<file path="src/rtl/payload_filter_if.sv">
// Payload/header input stream and filtered valid/ready output stream of payload_filter.
interface payload_filter_if;
    logic        iHeader_A_valid;
    logic [47:0] iHeader_A;
    logic        iHeader_B_valid;
    logic [47:0] iHeader_B;
    logic        iHeader_C_valid;
    logic [15:0] iHeader_C;
    logic        iPayload_valid;
    logic [63:0] iPayload;
    logic        iSop;
    logic        iEop;
    logic [7:0]  iByte_enable;
    logic        oValid;
    logic        iReady;
    logic [63:0] oPayload;
    logic [7:0]  oByte_enable;
    logic        oSop;
    logic        oEop;
    logic        oErr;

    modport slave (
        input  iHeader_A_valid, iHeader_A, iHeader_B_valid, iHeader_B,
               iHeader_C_valid, iHeader_C, iPayload_valid, iPayload,
               iSop, iEop, iByte_enable, iReady,
        output oValid, oPayload, oByte_enable, oSop, oEop, oErr
    );

    modport master (
        output iHeader_A_valid, iHeader_A, iHeader_B_valid, iHeader_B,
               iHeader_C_valid, iHeader_C, iPayload_valid, iPayload,
               iSop, iEop, iByte_enable, iReady,
        input  oValid, oPayload, oByte_enable, oSop, oEop, oErr
    );
endinterface

</file>
<file path="src/rtl/payload_filter.sv">
// Per-packet pass/drop on dest MAC + ethertype, passed payload buffered in a show-ahead cut-through FIFO.
// Optional: define PAYLOAD_FILTER_BCAST_EN to also accept dest MAC FF:FF:FF:FF:FF:FF.
module payload_filter #(
    parameter int DEPTH = 16,
    parameter int CNT_W = 16
) (
    input  logic             iClk,
    input  logic             iReset,
    payload_filter_if.slave  bus,
    input  logic [47:0]      iMatch_mac,
    input  logic [15:0]      iMatch_type,
    output logic [47:0]      oSrc_mac,
    output logic [CNT_W-1:0] oPass_count,
    output logic [CNT_W-1:0] oDrop_count,
    output logic             oOverflow
);
    localparam int AW = $clog2(DEPTH);
    localparam logic [AW:0] FULL = (AW+1)'(DEPTH);
    localparam logic [AW:0] LAST = (AW+1)'(DEPTH-1);

    typedef enum logic [1:0] {IDLE, HDR, PASS, DROP} state_t;
    typedef struct packed {
        logic [63:0] data;
        logic [7:0]  be;
        logic        sop;
        logic        eop;
        logic        err;
    } ent_t;

    state_t        r_state, w_state_nx;
    ent_t          r_mem [DEPTH];
    logic [AW-1:0] r_wr_ptr, r_rd_ptr;
    logic [AW:0]   r_count;
    logic          r_mac_hit, r_first;
    logic [47:0]   r_src_b;
    logic          w_mac_hit, w_match, w_first, w_first_nx;
    logic          w_pass_mode, w_drop_mode, w_wr_en, w_pop;
    logic          w_pass_inc, w_drop_inc, w_ovf_set, w_src_upd;
    ent_t          w_wr_ent, w_rd_ent;

`ifdef PAYLOAD_FILTER_BCAST_EN
    assign w_mac_hit = (bus.iHeader_A == iMatch_mac) || (bus.iHeader_A == 48'hFFFF_FFFF_FFFF);
`else
    assign w_mac_hit = (bus.iHeader_A == iMatch_mac);
`endif
    assign w_match = r_mac_hit && (bus.iHeader_C == iMatch_type);
    // r_first is only meaningful once a packet has been accepted; in HDR the next write is always the first
    assign w_first = (r_state == HDR) || r_first;

    always_ff @(posedge iClk or negedge iReset) begin
        if (!iReset) r_state <= IDLE;
        else         r_state <= w_state_nx;
    end

    always_comb begin
        w_state_nx  = r_state;
        w_first_nx  = r_first;
        w_pass_mode = 1'b0;
        w_drop_mode = 1'b0;
        w_wr_en     = 1'b0;
        w_wr_ent    = '0;
        w_pass_inc  = 1'b0;
        w_drop_inc  = 1'b0;
        w_ovf_set   = 1'b0;
        w_src_upd   = 1'b0;
        case (r_state)
            IDLE: if (bus.iSop) w_state_nx = HDR;
            HDR: begin
                if (bus.iSop) begin
                    w_drop_inc = 1'b1;
                end else if (bus.iHeader_C_valid) begin
                    if (w_match) begin
                        w_pass_mode = 1'b1;
                        w_src_upd   = 1'b1;
                        w_first_nx  = 1'b1;
                        w_state_nx  = PASS;
                    end else begin
                        w_drop_mode = 1'b1;
                        w_state_nx  = DROP;
                    end
                end else if (bus.iEop) begin
                    w_drop_inc = 1'b1;
                    w_state_nx = IDLE;
                end
            end
            PASS: begin
                if (bus.iSop) begin
                    // close the open packet so the consumer never sees a dangling sop
                    if (!r_first) begin
                        w_wr_en      = 1'b1;
                        w_wr_ent.eop = 1'b1;
                        w_wr_ent.err = 1'b1;
                    end
                    w_drop_inc = 1'b1;
                    w_state_nx = HDR;
                end else begin
                    w_pass_mode = 1'b1;
                end
            end
            default: begin
                if (bus.iSop) begin
                    w_drop_inc = 1'b1;
                    w_state_nx = HDR;
                end else begin
                    w_drop_mode = 1'b1;
                end
            end
        endcase

        if (w_pass_mode) begin
            if (bus.iPayload_valid) begin
                w_wr_ent.data = bus.iPayload;
                w_wr_ent.be   = bus.iByte_enable;
                w_wr_ent.sop  = w_first;
                if (w_first && r_count == FULL) begin
                    w_ovf_set   = 1'b1;
                    w_state_nx  = DROP;
                    w_drop_mode = 1'b1;
                end else if (bus.iEop) begin
                    w_wr_en      = 1'b1;
                    w_wr_ent.eop = 1'b1;
                    w_pass_inc   = 1'b1;
                    w_first_nx   = 1'b0;
                    w_state_nx   = IDLE;
                end else if (r_count < LAST) begin
                    w_wr_en    = 1'b1;
                    w_first_nx = 1'b0;
                end else begin
                    // last free slot: truncate here so a full FIFO never holds an open packet
                    w_wr_en      = 1'b1;
                    w_wr_ent.eop = 1'b1;
                    w_wr_ent.err = 1'b1;
                    w_ovf_set    = 1'b1;
                    w_first_nx   = 1'b0;
                    w_state_nx   = DROP;
                end
            end else if (bus.iEop) begin
                if (!w_first) begin
                    w_wr_en      = 1'b1;
                    w_wr_ent.eop = 1'b1;
                    w_wr_ent.err = 1'b1;
                end
                w_drop_inc = 1'b1;
                w_state_nx = IDLE;
            end
        end

        if (w_drop_mode && bus.iEop) begin
            w_drop_inc = 1'b1;
            w_state_nx = IDLE;
        end
    end

    assign w_pop    = bus.oValid && bus.iReady;
    assign w_rd_ent = r_mem[r_rd_ptr];

    always_ff @(posedge iClk) begin
        if (w_wr_en) r_mem[r_wr_ptr] <= w_wr_ent;
    end

    always_ff @(posedge iClk or negedge iReset) begin
        if (!iReset) begin
            r_wr_ptr    <= '0;
            r_rd_ptr    <= '0;
            r_count     <= '0;
            r_mac_hit   <= 1'b0;
            r_first     <= 1'b0;
            r_src_b     <= '0;
            oSrc_mac    <= '0;
            oPass_count <= '0;
            oDrop_count <= '0;
            oOverflow   <= 1'b0;
        end else begin
            if (w_wr_en) r_wr_ptr <= r_wr_ptr + 1'b1;
            if (w_pop)   r_rd_ptr <= r_rd_ptr + 1'b1;
            r_count <= r_count + {{AW{1'b0}}, w_wr_en} - {{AW{1'b0}}, w_pop};
            if (bus.iSop && bus.iHeader_A_valid) r_mac_hit <= w_mac_hit;
            r_first <= w_first_nx;
            if (bus.iHeader_B_valid) r_src_b <= bus.iHeader_B;
            if (w_src_upd) oSrc_mac <= bus.iHeader_B_valid ? bus.iHeader_B : r_src_b;
            if (w_pass_inc && oPass_count != '1) oPass_count <= oPass_count + 1'b1;
            if (w_drop_inc && oDrop_count != '1) oDrop_count <= oDrop_count + 1'b1;
            if (w_ovf_set) oOverflow <= 1'b1;
        end
    end

    assign bus.oValid       = (r_count != '0);
    assign bus.oPayload     = bus.oValid ? w_rd_ent.data : '0;
    assign bus.oByte_enable = bus.oValid ? w_rd_ent.be   : '0;
    assign bus.oSop         = bus.oValid && w_rd_ent.sop;
    assign bus.oEop         = bus.oValid && w_rd_ent.eop;
    assign bus.oErr         = bus.oValid && w_rd_ent.err;
endmodule

</file>
<file path="src/flat_wrapper.sv">
// flat-port wrapper written by rule: the top's interface ports become plain ports
module payload_filter_flat 
#(
    parameter int DEPTH = 16,
    parameter int CNT_W = 16
)
  (iClk, iReset, iMatch_mac, iMatch_type, oSrc_mac, oPass_count, oDrop_count, oOverflow, bus_iHeader_A_valid, bus_iHeader_A, bus_iHeader_B_valid, bus_iHeader_B, bus_iHeader_C_valid, bus_iHeader_C, bus_iPayload_valid, bus_iPayload, bus_iSop, bus_iEop, bus_iByte_enable, bus_iReady, bus_oValid, bus_oPayload, bus_oByte_enable, bus_oSop, bus_oEop, bus_oErr);
  payload_filter_if bus_i ();
  input  logic iClk;
  input  logic iReset;
  input  logic [47:0] iMatch_mac;
  input  logic [15:0] iMatch_type;
  output logic [47:0] oSrc_mac;
  output logic [CNT_W-1:0] oPass_count;
  output logic [CNT_W-1:0] oDrop_count;
  output logic oOverflow;
  input wire logic [$bits(bus_i.iHeader_A_valid)-1:0] bus_iHeader_A_valid;
  input wire logic [$bits(bus_i.iHeader_A)-1:0] bus_iHeader_A;
  input wire logic [$bits(bus_i.iHeader_B_valid)-1:0] bus_iHeader_B_valid;
  input wire logic [$bits(bus_i.iHeader_B)-1:0] bus_iHeader_B;
  input wire logic [$bits(bus_i.iHeader_C_valid)-1:0] bus_iHeader_C_valid;
  input wire logic [$bits(bus_i.iHeader_C)-1:0] bus_iHeader_C;
  input wire logic [$bits(bus_i.iPayload_valid)-1:0] bus_iPayload_valid;
  input wire logic [$bits(bus_i.iPayload)-1:0] bus_iPayload;
  input wire logic [$bits(bus_i.iSop)-1:0] bus_iSop;
  input wire logic [$bits(bus_i.iEop)-1:0] bus_iEop;
  input wire logic [$bits(bus_i.iByte_enable)-1:0] bus_iByte_enable;
  input wire logic [$bits(bus_i.iReady)-1:0] bus_iReady;
  output wire logic [$bits(bus_i.oValid)-1:0] bus_oValid;
  output wire logic [$bits(bus_i.oPayload)-1:0] bus_oPayload;
  output wire logic [$bits(bus_i.oByte_enable)-1:0] bus_oByte_enable;
  output wire logic [$bits(bus_i.oSop)-1:0] bus_oSop;
  output wire logic [$bits(bus_i.oEop)-1:0] bus_oEop;
  output wire logic [$bits(bus_i.oErr)-1:0] bus_oErr;
  assign bus_i.iHeader_A_valid = bus_iHeader_A_valid;
  assign bus_i.iHeader_A = bus_iHeader_A;
  assign bus_i.iHeader_B_valid = bus_iHeader_B_valid;
  assign bus_i.iHeader_B = bus_iHeader_B;
  assign bus_i.iHeader_C_valid = bus_iHeader_C_valid;
  assign bus_i.iHeader_C = bus_iHeader_C;
  assign bus_i.iPayload_valid = bus_iPayload_valid;
  assign bus_i.iPayload = bus_iPayload;
  assign bus_i.iSop = bus_iSop;
  assign bus_i.iEop = bus_iEop;
  assign bus_i.iByte_enable = bus_iByte_enable;
  assign bus_i.iReady = bus_iReady;
  assign bus_oValid = bus_i.oValid;
  assign bus_oPayload = bus_i.oPayload;
  assign bus_oByte_enable = bus_i.oByte_enable;
  assign bus_oSop = bus_i.oSop;
  assign bus_oEop = bus_i.oEop;
  assign bus_oErr = bus_i.oErr;
  payload_filter #(.DEPTH(DEPTH), .CNT_W(CNT_W)) u_core (.iClk(iClk), .iReset(iReset), .bus(bus_i), .iMatch_mac(iMatch_mac), .iMatch_type(iMatch_type), .oSrc_mac(oSrc_mac), .oPass_count(oPass_count), .oDrop_count(oDrop_count), .oOverflow(oOverflow));
endmodule
</file>
<file path="config.mk">
export PLATFORM = sky130hd
export DESIGN_NAME = payload_filter_flat
export DESIGN_NICKNAME = d
export VERILOG_FILES = /design/src/rtl/payload_filter_if.sv /design/src/rtl/payload_filter.sv /design/src/flat_wrapper.sv
export SDC_FILE = /design/constraint.sdc
export NUM_CORES = 2
export LEC_CHECK = 0
export ABC_CLOCK_PERIOD_IN_PS = 18200
export BUFFER_PORTS_ARGS = -buffer_cell sky130_fd_sc_hd__buf_2
export CORE_MARGIN = 1
export CORE_UTILIZATION = 45
export CTS_CLUSTER_DIAMETER = 80
export DETAILED_ROUTE_END_ITERATION = 8
export HOLD_SLACK_MARGIN = 0.06
export PLACE_DENSITY = 0.63
export SYNTH_ARGS = -nofsm -noshare
export SYNTH_HDL_FRONTEND = slang
export SYNTH_SLANG_ARGS = --single-unit
</file>
<file path="constraint.sdc">
create_clock -name iClk -period 18.2 [get_ports iClk]
set_clock_uncertainty 0.1 [all_clocks]
set_input_delay 1.82 -clock iClk [delete_from_list [all_inputs] [get_ports iClk]]
set_output_delay 1.82 -clock iClk [all_outputs]
set_load 0.01 [all_outputs]
</file>
# Word-level counts from Yosys, hierarchy flattened
# Memory sizes are Yosys's and may differ from the RTL's.
# Index checks and enable logic that the tools add are counted.
[classes]
eq_ne = 7
n_addsub = 6
magnitude_cmp = 1
n_reduce_logical = 14
muxes = 75
[ops]
columns = ["cell", "n"]
rows = [
  ["2-to-1 mux 75 bit", 1],
  ["2-to-1 mux 73 bit", 1],
  ["2-to-1 mux 64 bit", 1],
  ["equality test 48 bit", 1],
  ["2-to-1 mux 48 bit", 1],
  ["2-to-1 mux 1 bit", 47],
  ["2-to-1 mux 2 bit", 20],
  ["adder 16 x 1 -> 16 bit (second input constant)", 2],
  ["!= test 16 bit (second input constant)", 2],
  ["equality test 16 bit", 1],
  ["logical AND 1 bit", 10],
  ["adder 4 x 1 -> 4 bit (second input constant)", 2],
  ["2-to-1 mux 8 bit", 1],
  ["case mux 1 bit (2 select lines)", 3],
  ["adder 5 x 1 -> 5 bit", 1],
  ["equality test 5 bit (second input constant)", 1],
  ["less-than comparator 5 x 4 -> 1 bit (second input constant)", 1],
  ["nonzero test 5 bit", 1],
  ["subtractor 5 x 1 -> 5 bit", 1],
  ["equality test 2 x 1 -> 1 bit (second input constant)", 1],
  ["equality test 2 bit (second input constant)", 1],
  ["logical NOT 2 bit", 1],
  ["OR reduction 2 bit", 1],
  ["logical OR 1 bit", 1],
]
[totals]
register_bits = 146
mem_bits_rw = 1200
inputBits = 257
wordCells = 115
memories = 1
output_inout_bits = 157
[mem_list]
columns = ["memory", "words", "word_bits", "rd", "rd_ports_with_merged_regs", "wr", "line_no", "rtl"]
rows = [
  ["u_core.r_mem", 16, 75, 1, 0, 1, "payload_filter.sv:31", "ent_t r_mem [DEPTH];"],
]

# Depth between registers and ports, before layout
[logic_depth]
depth_word = 12
ltp_mapped = 16
depth_no_buf = 15

# Worst setup path after synthesis
# No wires, ideal clock.
[synth_path]
kind = "input-to-reg"
startpoint = "input port bus_iHeader_C[3]"
endpoint = "memory u_core.r_mem[3][0] (netlist bit), enable pin"
n_path_buf = 0
t_required_ns = 17.500
slack_ns = 9.206
cell_stages = 7
arrival_time_ns = 8.294
setup_time_ns = 0.600
cell_sequence = "nor2b_1 > a221o_1 > nor3_4 > a31oi_4 > o31ai_4 > nand2_1 > nor3_1"
[synth_via]
elab_chain_cells = 9
[synth_lines]
columns = ["element", "line_no", "rtl"]
rows = [
  ["start, declared", "flat_wrapper.sv:22", "input wire logic [$bits(bus_i.iHeader_C)-1:0] bus_iHeader_C;"],
  ["equality test 16 bit", "payload_filter.sv:46", "assign w_match = r_mac_hit && (bus.iHeader_C == iMatch_type);"],
  ["logical AND 1 bit", "payload_filter.sv:46", ""],
  ["2-to-1 mux 1 bit", "payload_filter.sv:72", "if (w_match) begin"],
  ["2-to-1 mux 1 bit", "payload_filter.sv:71", "end else if (bus.iHeader_C_valid) begin"],
  ["2-to-1 mux 1 bit", "payload_filter.sv:69", "if (bus.iSop) begin"],
  ["case mux 1 bit (2 select lines)", "payload_filter.sv:66", "case (r_state)"],
  ["2-to-1 mux 1 bit", "payload_filter.sv:110", "if (w_pass_mode) begin"],
  ["named net u_core.w_wr_en", "payload_filter.sv:37", "logic w_pass_mode, w_drop_mode, w_wr_en, w_pop;"],
  ["2-to-1 mux 1 bit", "payload_filter.sv:158", "if (w_wr_en) r_mem[r_wr_ptr] <= w_wr_ent;"],
  ["2-to-1 mux 1 bit (not written as such)", "payload_filter.sv:158", ""],
  ["end, declared", "payload_filter.sv:31", ""],
]
# The timed path passes the listed nets, and every way through them passes these cells.

# Worst setup path in the final report
[layout_path]
startpoint = "register u_core.r_rd_ptr[0]"
endpoint = "output port bus_oPayload[43]"
[layout_via]
elab_chain_cells = 2
[layout_lines]
columns = ["element", "line_no", "rtl"]
rows = [
  ["start, declared", "payload_filter.sv:32", "logic [AW-1:0] r_wr_ptr, r_rd_ptr;"],
  ["start signal, assigned", "payload_filter.sv:175", "if (w_pop) r_rd_ptr <= r_rd_ptr + 1'b1;"],
  ["memory read (16 x 75 bit)", "--", ""],
  ["2-to-1 mux 64 bit", "payload_filter.sv:188", "assign bus.oPayload = bus.oValid ? w_rd_ent.data : '0;"],
  ["end, declared", "flat_wrapper.sv:30", "output wire logic [$bits(bus_i.oPayload)-1:0] bus_oPayload;"],
]
# No other way between the ends.

==> results_dict.tcl <==
set metrics [dict create \
    max-vdd-ir-drop_v 0.000117 \
    start_kind "flop" \
    grt.overflow.total 0 \
    synth.ff_latch_count 1346 \
    numCtsBuffers 141 \
    slew_violations 0 \
    final_antenna_net_count 0 \
    syn_nets 2693 \
    drc 0 \
    avgViaCountPerCell 5.68 \
    synth_seq_area_share_pct 74.8 \
    setup_viol 0 \
    rrSetupSlack_ps 13630 \
    routabilityCongestion 0.792 \
    die_area_mm2 0.119 \
    layout_common_cells "1200 x edfxtp_1, 412 x buf_2, 375 x mux4_2" \
    die_h_um 345 \
    crit_top_cell "buf_4" \
    synth.area.top_cells "edfxtp_1 68%, mux4_2 16%, dfrtp_1 6.9%" \
    cts_buffer_depth 3 \
    antenna_found_initial 18 \
    rr_worst_depth 11 \
    syn_avg_cell_area_um2 22.0 \
    cts_root_buf "clkbuf_16" \
    grt_usage_pct 21.0 \
    status "finished clean" \
    synthFlopType "edfxtp_1" \
    crit_family "buffers and inverters" \
    cp_num_buf_inv 4 \
    cts.sinks 1346 \
    worstSkewPairLatency_ps 740 \
    leakage_nw 21.6 \
    worst-path-max-fanout 54 \
    grt_start_max_net_pins 172 \
    drt_first_pass_iters 5 \
    synth_top_area_share_pct 67.9 \
    grt_pass1_vias 27875 \
    post_drt_wl_per_cell_um 27.2 \
    place_ws_ps 11150 \
    cp-end-kind "output pin" \
    hp-class "flop to flop" \
    core_region_area_mm2 0.117 \
    drtIter0Drc 2376 \
    slowest_stage "dfrtp_4" \
    cts_tree "yes" \
    tightest_slew_ps 1210 \
    ctsResizeCount 0 \
    holdBufCountCts 0 \
    area_delta_synth_final_pct 16.1 \
    worst-path-stages 7 \
    worst_slack_ps 10620 \
    die_w_um 345 \
    synth_cells 2416 \
    rsz0062_at_grt "false" \
    hold_viol 0 \
    yosys.area.top_type "edfxtp_1" \
    h-tree-depth 4 \
    power_density_mw_per_mm2 136 \
    fin_crit_ps 7580 \
    num_vias 25826 \
    dp_hpwl_um 66000 \
    start_util_pct 45.6 \
    synth_area_mm2 0.0531 \
    synth-edff-count 1200 \
    wl_um 124000 \
    maxCapViolations 0 \
    port_buffers 413 \
    clk_pin_slew_ps 60 \
    finalNetCount 3182 \
    startpoint "u_core.r_rd_ptr[0]" \
    synth.yosys.warnings 0 \
    worstSetupPathType "flop to output pin" \
    slew_headroom_pct 19.3 \
    ios 414 \
    r2r-end "u_core.r_mem[1][63]" \
    final_common_cell "edfxtp_1" \
    tns_ps 0 \
    async_flop_share_pct 10.8 \
    max_stage_delay_ps 1140 \
    r2r-start "u_core.r_state[1]" \
    grt_pass1_wl_um 183000 \
    post-cts-setup-buffer-count 0 \
    worstPathCellList "buf_4 > buf_4 > buf_4 > mux4_2 > mux4_2 > and2_1 > buf_2" \
    num_rows 125 \
    cp-endpoint "bus_oPayload[43]" \
    max_freq_ghz 0.132 \
    synthDistinctLibCells 61 \
    cp.required_ps 16280 \
    worstPathArrival_ps 5660 \
    layout-drive-gt1-share_pct 38.8 \
    finalCritPeriodShare_pct 41.7 \
]
logic make-up after synthesis:
family,count (synthesis),share of synthesized area (%)
muxes,476,18.1
AOI/OAI and AO/OA,34,0.507
and+or+nand+nor,298,3.45
buffers and inverters,145,1.14
xor gates and xnor gates,96,1.58
adders and majority gates,21,0.504
DFF,1346,74.8
flip-flops by register name (all words and copies together), names as in the netlist:
register,cells
u_core.oSrc_mac,48
u_core.r_mac_hit,1
u_core.r_wr_ptr,4
u_core.oDrop_count,16
u_core.oPass_count,16
u_core.r_state,2
u_core.r_count,5
u_core.r_mem,1200
u_core.oOverflow,1
u_core.r_rd_ptr,4
u_core.r_first,1
u_core.r_src_b,48
Yosys cell counts, types with 3 or more instances:
library cell / number
nand2b_1: 7
mux2_2: 101
o21ai_0: 6
and3_1: 5
nor4_4: 3
nand2_1: 24
mux4_2: 375
buf_2: 40
nor2_1: 33
edfxtp_1: 1200
nor3_1: 6
nand3_1: 12
nor2b_1: 4
a21boi_0: 3
ha_1: 19
inv_1: 24
nand4_1: 23
nor4_1: 13
a21oi_1: 5
xnor2_1: 53
clkbuf_1: 75
buf_1: 4
xor2_1: 43
dfrtp_1: 146
and2_1: 150
report_power, final:
group          total (mW)  switching (mW)  internal (mW)
sequential           3.57           0.145           3.43
combinational        2.00           0.971           1.03
clock                2.80            1.15           1.66
final cells by class:
cell class | count | area, um2
clock buffers | 179 | 3790
repair buffers | 467 | 2490
diodes | 9 | 22.5
well taps | 1524 | 1910
flip-flops and latches | 1346 | 39700
inverters | 24 | 90.1
clock inverters | 75 | 721
fillers | 8949 | 54900
multi-input cells | 925 | 12900
worst reg2reg max path, delay by kind of cell, from the launching register on:
| family | cells | cell delay, ps |
|---|---|---|
| DFF | 1 | 410 |
| and+or+nand+nor | 6 | 1360 |
| adders and majority gates | 1 | 300 |
| AOI/OAI and AO/OA | 1 | 550 |
| buffers and inverters | 3 | 1400 |
worst min-delay path by stage:
stage	startpoint	end	depth (start not counted)
6_report	u_core.oOverflow	u_core.oOverflow	1
5_1_grt	u_core.oOverflow	u_core.oOverflow	1
4_1_cts	u_core.oOverflow	u_core.oOverflow	1
3_5_place_dp	u_core.oOverflow	u_core.oOverflow	1
3_3_place_gp	u_core.oOverflow	u_core.oOverflow	1
2_1_floorplan	u_core.r_src_b[10]	u_core.r_src_b[10]	1
routing by layer:
| metal | routed length, um | global-route usage, % | up-vias |
|---|---|---|---|
| li1 | - | - | 10935 |
| met1 | 49300 | 27.8 | 13686 |
| met2 | 62900 | 35.2 | 1007 |
| met3 | 8320 | 4.01 | 188 |
| met4 | 3350 | 7.10 | 10 |
| met5 | 69 | 0 | - |
through the flow:
step	util [%]	total power, mW	instance area [um2]	instances	hold WS [ps]
after floorplan	-	5.03	53100	2416	368
after global placement	49.0	5.66	57100	4286	354
after detailed placement	49.0	5.69	57100	4286	367
after CTS	52.9	8.50	61600	4540	382
after global routing	52.9	8.73	61600	4546	404
final	52.9	8.38	61600	4549	371
No activity file was read; power rests on OpenSTA's default activity.
